===== src/rtl/alu_exec_unit.sv =====
// ALU execution unit: one operation per valid/ready handshake, registered result plus Zero/Illegal flags.
// Define MUL_EN to build the iterative shift-add multiply (code 110); otherwise 110 is an illegal code.
//   state | meaning
//   IDLE  | no result held, ready for a request
//   BUSY  | multiply in progress (MUL_EN only)
//   DONE  | result held on outputs until out_ready
module alu_exec_unit #(
    parameter int WIDTH = 32
) (
    input  logic             clk,
    input  logic             reset,
    input  logic             in_valid,
    output logic             in_ready,
    input  logic [2:0]       ALUControl,
    input  logic [WIDTH-1:0] SrcA,
    input  logic [WIDTH-1:0] SrcB,
    output logic             out_valid,
    input  logic             out_ready,
    output logic [WIDTH-1:0] ALUResult,
    output logic             Zero,
    output logic             Illegal
);

    localparam logic [2:0] OP_ADD = 3'b000;
    localparam logic [2:0] OP_SUB = 3'b001;
    localparam logic [2:0] OP_AND = 3'b010;
    localparam logic [2:0] OP_OR  = 3'b011;
    localparam logic [2:0] OP_SLT = 3'b101;

`ifdef MUL_EN
    localparam logic [2:0] OP_MUL = 3'b110;
    localparam int         CW     = $clog2(WIDTH) + 1;

    typedef enum logic [1:0] {
        IDLE = 2'd0,
        BUSY = 2'd1,
        DONE = 2'd2
    } state_t;
`else
    typedef enum logic {
        IDLE = 1'b0,
        DONE = 1'b1
    } state_t;
`endif

    state_t           state_q;
    logic             out_valid_q;
    logic [WIDTH-1:0] result_q;
    logic             zero_q;
    logic             illegal_q;

    logic [WIDTH-1:0] alu_res_d;
    logic             alu_ill_d;
    logic             accept;

`ifdef MUL_EN
    logic [CW-1:0]    cnt_q;
    logic [WIDTH-1:0] acc_q;
    logic [WIDTH-1:0] mcand_q;
    logic [WIDTH-1:0] mplier_q;
    logic [WIDTH-1:0] acc_d;
    logic             is_mul;

    // Multiplicand shifts left, multiplier shifts right; one partial product per cycle.
    assign acc_d  = acc_q + (mplier_q[0] ? mcand_q : '0);
    assign is_mul = (ALUControl == OP_MUL);
`endif

    always_comb begin
        alu_res_d = '0;
        alu_ill_d = 1'b0;
        case (ALUControl)
            OP_ADD:  alu_res_d = SrcA + SrcB;
            OP_SUB:  alu_res_d = SrcA - SrcB;
            OP_AND:  alu_res_d = SrcA & SrcB;
            OP_OR:   alu_res_d = SrcA | SrcB;
            OP_SLT:  alu_res_d = {{(WIDTH-1){1'b0}}, ($signed(SrcA) < $signed(SrcB))};
`ifdef MUL_EN
            OP_MUL:  alu_res_d = '0;
`endif
            default: alu_ill_d = 1'b1;
        endcase
    end

    always_comb begin
        in_ready = 1'b0;
        if (!reset) begin
            if (state_q == IDLE) begin
                in_ready = 1'b1;
            end else if (state_q == DONE) begin
                in_ready = out_ready;
            end
        end
    end

    assign accept = in_valid & in_ready;

    always_ff @(posedge clk or posedge reset) begin
        if (reset) begin
            state_q     <= IDLE;
            out_valid_q <= 1'b0;
            result_q    <= '0;
            zero_q      <= 1'b0;
            illegal_q   <= 1'b0;
`ifdef MUL_EN
            cnt_q       <= '0;
            acc_q       <= '0;
            mcand_q     <= '0;
            mplier_q    <= '0;
`endif
        end else begin
            case (state_q)
                DONE: begin
                    if (out_ready) begin
                        state_q     <= IDLE;
                        out_valid_q <= 1'b0;
                    end
                end
`ifdef MUL_EN
                BUSY: begin
                    acc_q    <= acc_d;
                    mcand_q  <= mcand_q << 1;
                    mplier_q <= mplier_q >> 1;
                    if (cnt_q == '0) begin
                        state_q     <= DONE;
                        out_valid_q <= 1'b1;
                        result_q    <= acc_d;
                        zero_q      <= (acc_d == '0);
                        illegal_q   <= 1'b0;
                    end else begin
                        cnt_q <= cnt_q - 1'b1;
                    end
                end
`endif
                default: ;
            endcase

            // A new request overrides the DONE->IDLE drain in the same cycle.
            if (accept) begin
`ifdef MUL_EN
                if (is_mul) begin
                    state_q     <= BUSY;
                    out_valid_q <= 1'b0;
                    cnt_q       <= CW'(WIDTH - 1);
                    acc_q       <= '0;
                    mcand_q     <= SrcA;
                    mplier_q    <= SrcB;
                end else
`endif
                begin
                    state_q     <= DONE;
                    out_valid_q <= 1'b1;
                    result_q    <= alu_res_d;
                    zero_q      <= (alu_res_d == '0);
                    illegal_q   <= alu_ill_d;
                end
            end
        end
    end

    assign out_valid = out_valid_q;
    assign ALUResult = result_q;
    assign Zero      = zero_q;
    assign Illegal   = illegal_q;

endmodule


===== config.mk =====
export PLATFORM = sky130hd
export DESIGN_NAME = alu_exec_unit
export DESIGN_NICKNAME = d
export VERILOG_FILES = /design/src/rtl/alu_exec_unit.sv
export SDC_FILE = /design/constraint.sdc
export NUM_CORES = 1
export LEC_CHECK = 0
export ABC_AREA = 1
export CORE_UTILIZATION = 52
export DETAILED_ROUTE_END_ITERATION = 8
export HOLD_SLACK_MARGIN = 0.12
export MAX_ROUTING_LAYER = met4
export PLACE_DENSITY = 0.79
export RECOVER_POWER = 100
export SLEW_MARGIN = 5
export SYNTH_ARGS = -nofsm -noshare
export SYNTH_HDL_FRONTEND = slang
export SYNTH_SLANG_ARGS = --single-unit

===== constraint.sdc =====
create_clock -name clk -period 1.8 [get_ports clk]
set_input_delay 0.36 -clock clk [delete_from_list [all_inputs] [get_ports clk]]
set_output_delay 0.36 -clock clk [all_outputs]
set_load 0.03 [all_outputs]

==> impl_metrics.json, run 1 <==
{
  "status": "aborted with a tool error",
  "stop_stage": "5_1_grt",
  "firstError": "[ERROR GRT-0116] Global routing finished with congestion. Check the congestion regions in the DRC Viewer.",
  "async_reset_ff_frac": 1.00,
  "syn_nets": 1645,
  "grt_max_degree": 47,
  "synth-edff-count": 0,
  "start_util": 0.535,
  "synthFlopType": "dfrtp_1",
  "die_y_um": 125,
  "synth_cells": 1465,
  "cts_made_buffers": 5,
  "synth_xor_area_frac": 0.00112,
  "yosysSeqAreaShare": 0.115,
  "post-dp-hpwl_mm": 26.2,
  "synth_fa_ha_area_frac": 0.176,
  "dpl-instance-area_um2": 11400,
  "post-place-ws_ns": -1.40,
  "root_buffer": "clkbuf_16",
  "ys_seq_elements": 36,
  "grt_pass1_vias": 15400,
  "routabilityCongestion": 1.00,
  "clock_path_buffers": 2,
  "synth_compound_area_frac": 0.0996,
  "grt_use_total": 0.752,
  "synth_top_family_by_area": "simple AND/OR/NAND/NOR gates",
  "grt_overflow": 13,
  "synth-simple-area-share": 0.442,
  "syn_avg_cell_area_um2": 5.35,
  "ios": 107,
  "yosysWarnings": 0,
  "row_count": 44,
  "h-tree-depth": 2,
  "synth_cell_types": 38,
  "netlist_area_um2": 7840,
  "clkSinkCount": 36,
  "die_x_um": 125,
  "muxShareOfSynthArea": 0,
  "portBuffers": 106,
  "grt_pass1_wl_mm": 88.0
}
-- metal layers --
layer  global-route usage  overflow
met2                0.933         6
met5                    -         -
met3                0.537         0
met4                0.774         7
met1                0.731         0
-- kinds of logic after synthesis --
family                   after synthesis
adder cells (fa/ha/maj)              109
buffers and inverters                324
AO/OA/AOI/OAI                        146
AND/OR/NAND/NOR                      849
XOR/XNOR                               1
flip-flops                            36
-- synth_stat cells, types with 3 or more instances --
master,number,share of area
nand2_1,503,0.24
inv_1,272,0.13
nor2_1,181,0.087
nand3_1,113,0.072
ha_1,107,0.17
a21oi_1,84,0.054
o21ai_0,42,0.027
dfrtp_1,36,0.11
buf_2,15,0.0096
nor3_1,14,0.0089
nand4_1,12,0.0096
o21bai_1,11,0.011
clkbuf_1,10,0.0048
nor2_2,9,0.0072
buf_4,8,0.0077
inv_2,8,0.0038
nand2_2,7,0.0056
buf_6,5,0.0072
clkinv_1,3,0.0014
nand3b_1,3,0.0029
-- per-stage QoR --
step	hold WS, ns	std cells	util
detailed placement	0.469	1983	0.776
floorplan	0.456	1465	-
CTS	0.483	2064	0.937
global placement	0.456	1983	0.776
-- repair_timing --
item                                   in CTS
hold buffers                                0
setup endpoints to repair                  34
pin swaps                                 219
buffers inserted                           76
endpoints found under the hold margin       0
resized for setup                         727
==> inputs of run 2 (changes only) <==
--- a/config.mk
+++ b/config.mk
@@ -6,11 +6,9 @@
 export NUM_CORES = 1
 export LEC_CHECK = 0
 export ABC_AREA = 1
-export CORE_UTILIZATION = 52
+export CORE_UTILIZATION = 40
 export DETAILED_ROUTE_END_ITERATION = 8
-export HOLD_SLACK_MARGIN = 0.12
-export MAX_ROUTING_LAYER = met4
-export PLACE_DENSITY = 0.79
+export PLACE_DENSITY_LB_ADDON = 0.15
 export RECOVER_POWER = 100
 export SLEW_MARGIN = 5
 export SYNTH_ARGS = -nofsm -noshare
==> constraint.sdc (replaced) <==
create_clock -name clk -period 2.34 [get_ports clk]
set_input_delay 0.468 -clock clk [delete_from_list [all_inputs] [get_ports clk]]
set_output_delay 0.468 -clock clk [all_outputs]
set_load 0.03 [all_outputs]
==> run 2 against run 1 <==
The flow now finishes, with violations (negative setup slack). Synthesized area did not move. Synthesized cell count did not move.
==> impl_metrics.json, run 2 <==
{
  "drt-total-wl_mm": 32.5,
  "crit_cells": 20,
  "wl_per_cell_um": 15.0,
  "clkSinkCount": 36,
  "drive_above_1_share": 0.465,
  "die_x_um": 142,
  "reg2regPathDepth": 16,
  "dieArea_um2": 20200,
  "use_met3": 0.0360,
  "seq_area_um2": 901,
  "fmax_mhz": 415,
  "synth-edff-count": 0,
  "powerDensity_nw_per_um2": 355,
  "cts_made_buffers": 5,
  "fin_crit_ns": 2.41,
  "h-tree-depth": 2,
  "setup-violations-final": 6,
  "synth_area_leader_cell": "nand2_1",
  "yosysWarnings": 0,
  "startpoint": "SrcB[5]",
  "ctsHoldBuffers": 0,
  "core_um2": 19000,
  "grt_pass1_wl_mm": 48.4,
  "drv_slew": 0,
  "async_reset_ff_frac": 1.00,
  "crit_end": "Zero",
  "gr-usage-met1": 0.402,
  "synth.area.top_cells": "nand2_1 24%, ha_1 17%, inv_1 13%",
  "syn_to_final_growth_pct": 77.8,
  "synth_cell_types": 38,
  "num-nets-final": 2091,
  "mostFrequentLayoutCells": "369 x nand2_1, 327 x buf_4, 172 x inv_1",
  "largest_reg_flops": 32,
  "dpl-instance-area_um2": 11200,
  "yosysSeqAreaShare": 0.115,
  "leakagePower_nw": 7.65,
  "required_ns": 2.55,
  "critPathLaunchType": "input pin",
  "cts.clk_slew.worst_paths_ns": 0.05,
  "failed_checks": "negative setup slack",
  "cts_tree": "done",
  "grt_pass1_vias": 9952,
  "crit_path_max_fanout": 5,
  "grt_use_met2": 0.509,
  "slowest_stage": "ha_4",
  "grt_use_total": 0.304,
  "hold_class": "flip-flop to flip-flop",
  "netlist_area_um2": 7840,
  "path_class": "input pin to flip-flop",
  "rsz0062_at_grt": "yes",
  "antenna_cells": 0,
  "endpoint_kind": "flip-flop",
  "max_stage_delay_ns": 0.31,
  "top_usage_layer": "met2",
  "skew_ns": 0.00507,
  "max_cap_violations": 0,
  "root_buffer": "clkbuf_16",
  "final_cells": 2172,
  "final_common_cell": "nand2_1",
  "grt_overflow": 0,
  "drtIter0Drc": 904,
  "synth_cells": 1465,
  "tightest_slew_ns": 0.763,
  "r2r_slack_ns": 0.41,
  "crit-reg2reg-launch": "state_q",
  "row_count": 50,
  "ios": 107,
  "antenna_found_initial": 0,
  "yosysMostFrequentCell": "nand2_1",
  "insertion_delay_ns": 0.28,
  "routabilityCongestion": 1.00,
  "final_area_um2": 13900,
  "ys_seq_elements": 36,
  "synth_top_area_share": 0.241,
  "syn_avg_cell_area_um2": 5.35,
  "path_buf_inv": 5,
  "rr_endpoint": "Zero",
  "multi_input_area_um2": 7510,
  "num-fill-cells": 1571,
  "drtAntennaViolNets": 0,
  "drtPass1Iterations": 6,
  "vdd_ir_drop_max_uv": 296,
  "hold_viol": 0,
  "status": "complete, but fails checks",
  "clock_path_buffers": 2,
  "start_util": 0.413,
  "post-dp-hpwl_mm": 23.8,
  "cpLargestDelayFamily": "simple AND/OR/NAND/NOR gates",
  "post-place-ws_ns": -0.940,
  "syn_nets": 1645,
  "via_per_inst": 4.98,
  "relSlewSlack": 0.492,
  "drc": 0,
  "grt_max_degree": 45,
  "dp_cells": 2078,
  "worst_slack_ns": -0.0701,
  "crit_chain": "buf_2 > inv_2 > ha_4 > buf_6 > buf_6 > nor2_4 > buf_4 > nand2_2 > nand3_4 > o21ai_2 > nor2_1 > nor2_2 > nand2_1 > nor2_2 > nand3_2 > nor2_2 > nand2_1 > nor2_1 > nand3_1 > nand2_1",
  "period_share": 1.03,
  "worstPathArrival_ns": 2.62,
  "p_total_mw": 4.95,
  "die_y_um": 142,
  "synthFlopType": "dfrtp_1",
  "vias": 10800,
  "portBuffers": 106,
  "hold_slack_ns": 0.469,
  "synth_common_cells": "503 x nand2_1, 272 x inv_1, 181 x nor2_1"
}
==> run 2: cell counts after synthesis <==
No cell type changed its count.
==> run 2: worst min path at each step <==
stage | startpoint | endpoint | slack, ns | cells after the start
global placement | ALUResult[22] | ALUResult[22] | 0.46 | 2
finish | ALUResult[18] | ALUResult[18] | 0.47 | 2
floorplan | state_q | out_valid | 0.49 | 3
detailed placement | ALUResult[18] | ALUResult[18] | 0.46 | 2
CTS | ALUResult[18] | ALUResult[18] | 0.48 | 2
global route | ALUResult[18] | ALUResult[18] | 0.49 | 2
==> run 2: stage by stage <==
stage | utilization | setup TNS (ns)
2_1_floorplan | - | 0
3_3_place_gp | 0.590 | -17.30
3_5_place_dp | 0.590 | -18.36
4_1_cts | 0.681 | -0.0655
5_1_grt | 0.735 | -1.32
6_report | 0.735 | -0.264
==> run 2: kinds of logic after synthesis <==
group,after synthesis,synth area share
DFF,36,0.115
adders and majority gates,109,0.176
xor gates and xnor gates,1,0.00112
buffers and inverters,324,0.166
AOI/OAI and AO/OA,146,0.0997
and+or+nand+nor,849,0.442
==> run 2: area by class of cell <==
type / count / share of cell area
clock inverter: 1 / 0.000539
sequential: 36 / 0.0647
inverter: 283 / 0.0779
tap: 260 / 0.0234
multi-input combinational: 1105 / 0.539
timing repair buffer: 479 / 0.284
timing repair inverter: 1 / 0.000539
clock buffer: 7 / 0.0102
==> run 2: repair_timing <==
| item | in CTS | in global routing |
|---|---|---|
| pin swaps | 143 | 193 |
| endpoints found under the setup margin | 28 | 22 |
| gates cloned | 1 | 0 |
| setup buffers | 53 | 34 |
| gates resized for setup | 480 | 285 |
==> run 2: routing by layer <==
layer,share of wire,vias to the layer above
met2,0.46,446
met1,0.44,4928
li1,-,5352
met5,0,-
met4,0.034,0
met3,0.064,91
==> run 2: report_power, final <==
group          internal, mW  total [mW]  switching (mW)
registers             0.725       0.782          0.0570
logic                  1.55        3.51            1.96
clock network         0.423       0.659           0.235
total                  2.70        4.95            2.25
==> run 2: worst reg2reg max path: cells and delay by family, from the launching register on <==
family	cells	cell delay (ns)
and+or+nand+nor	14	1.28
DFF	1	0.37
buffers and inverters	2	0.23
No activity file was read; power rests on OpenSTA's default activity.
==> inputs of run 3 (changes only) <==
--- a/config.mk
+++ b/config.mk
@@ -14,3 +14,4 @@
 export SYNTH_ARGS = -nofsm -noshare
 export SYNTH_HDL_FRONTEND = slang
 export SYNTH_SLANG_ARGS = --single-unit
+export TNS_END_PERCENT = 5
==> run 3 against run 2 <==
The run still ends with negative setup slack left. Via count fell by 1.9%. Register-to-register slack worse by 0.13 ns. Sequential power barely moved. Setup slack worse by 0.035 ns. Hold slack worse by 0.00093 ns. Highest routed layer unchanged.
==> impl_metrics.json, run 3 (synthesized netlist as in run 2, its figures left out) <==
{
  "drv_slew": 0,
  "fin_setup_tns_ns": -0.330,
  "multi_input_area_um2": 7100,
  "drtIter0Drc": 813,
  "final_cells": 2157,
  "cts_made_buffers": 5,
  "hold_slack_ns": 0.468,
  "leakagePower_nw": 7.42,
  "crit_path_max_fanout": 6,
  "mostFrequentLayoutCells": "406 x nand2_1, 325 x buf_4, 189 x inv_1",
  "grt_max_degree": 45,
  "hold_viol": 0,
  "rsz0062_at_grt": "yes",
  "num-nets-final": 2076,
  "fin_util": 0.704,
  "routabilityCongestion": 1.00,
  "endpoint_kind": "flip-flop",
  "drc": 0,
  "hold_class": "flip-flop to flip-flop",
  "p_total_mw": 4.74,
  "critPathLaunchType": "input pin",
  "insertion_delay_ns": 0.28,
  "num-fill-cells": 1685,
  "drive_above_1_share": 0.406,
  "dpl-instance-area_um2": 11200,
  "post-place-ws_ns": -0.940,
  "drtAntennaViolNets": 0,
  "grt_overflow": 0,
  "syn_to_final_growth_pct": 70.4,
  "row_count": 50,
  "drt-total-wl_mm": 31.1,
  "portBuffers": 106,
  "wl_per_cell_um": 14.4,
  "cts_tree": "done",
  "vdd_ir_drop_max_uv": 294,
  "die_x_um": 142,
  "worstPathArrival_ns": 2.66,
  "drtPass1Iterations": 6,
  "required_ns": 2.55,
  "final_common_cell": "nand2_1",
  "h-tree-depth": 2,
  "dp_cells": 2078,
  "fmax_mhz": 409,
  "grt_pass1_wl_mm": 48.4,
  "clkSinkCount": 36,
  "grt_pass1_vias": 9951,
  "core_um2": 19000,
  "skew_ns": 0.00455,
  "relSlewSlack": 0.483,
  "ios": 107,
  "die_y_um": 142,
  "final_area_um2": 13300,
  "ctsHoldBuffers": 0,
  "antenna_cells": 0,
  "failed_checks": "negative setup slack",
  "fin_crit_ns": 2.44,
  "path_class": "input pin to flip-flop",
  "largest_reg_flops": 32,
  "post-dp-hpwl_mm": 23.8,
  "period_share": 1.04,
  "vias": 10600,
  "dieArea_um2": 20200,
  "tightest_slew_ns": 0.775,
  "max_cap_violations": 0,
  "setup-violations-final": 5,
  "status": "complete, but fails checks",
  "start_util": 0.413,
  "grt_use_total": 0.304,
  "antenna_found_initial": 0,
  "cts.clk_slew.worst_paths_ns": 0.05,
  "root_buffer": "clkbuf_16",
  "powerDensity_nw_per_um2": 355,
  "via_per_inst": 4.92,
  "worst_slack_ns": -0.105,
  "seq_area_um2": 901,
  "clock_path_buffers": 2
}
[run 3: cell count changes in the layout (fill, tap and decap cells not counted), sizes merged, moves of 3 or more]
cell           previous run  this run
buf                     377       356
clkbuf                   29        20
dlymetal6s2s              6         3
clkdlybuf4s50             3         7
dlygate4sd2              24        39
[run 3: power breakdown]
part	internal [mW]	switching, mW
combinational	1.45	1.84
clock	0.423	0.234
sequential	0.725	0.0577
[run 3: critical path, stage by stage]
cell and delay (ns):
clkdlybuf4s15_1 0.20, inv_2 0.05, ha_4 0.31, nor2_4 0.05, buf_4 0.13, nand2_1 0.08, inv_1 0.06, nand4_1 0.09
nand3_2 0.13, buf_6 0.14, nand2_1 0.08, buf_4 0.10, nand4_1 0.07, nand3_1 0.10, nand3_2 0.13, nor2_2 0.13
nand2_1 0.06, nor2_1 0.11, nand3_1 0.08, nand2_1 0.07
[run 3: path summary, 6_finish.rpt]
| check | start | end | slack (ns) | cells after the start |
|---|---|---|---|---|
| worst max-delay path | SrcA[8] | Zero | -0.10 | 20 |
| worst max register to register | state_q | ALUResult[2] | 0.28 | 13 |
| max in group asynchronous | reset | ALUResult[1] | 0.69 | 4 |
| worst min register to register | ALUResult[18] | ALUResult[18] | 0.47 | 2 |
| min in group asynchronous | reset | ALUResult[27] | 0.68 | 3 |
| worst min-delay path | ALUResult[18] | ALUResult[18] | 0.47 | 2 |
[run 3: area by class of cell]
| cell class | instances | share of cell area |
|---|---|---|
| inverters | 283 | 0.0803 |
| repair buffers | 464 | 0.284 |
| clock buffers | 7 | 0.0107 |
| well taps | 260 | 0.0244 |
| repair inverters | 1 | 0.000562 |
| multi-input cells | 1105 | 0.532 |
| flip-flops and latches | 36 | 0.0675 |
| clock inverters | 1 | 0.000562 |
[run 3: routing by layer]
metal  track usage  wire length [um]
met1         0.402             14000
met2         0.509             14000
met3        0.0360              2110
met4         0.105               999
met5             0                 0
[run 3: what timing repair did]
action                     4_1_cts  5_1_grt
buffers inserted                53       18
gates cloned                     1        0
resized for setup              475      111
pin swaps                      138       78
setup endpoints to repair       28       22
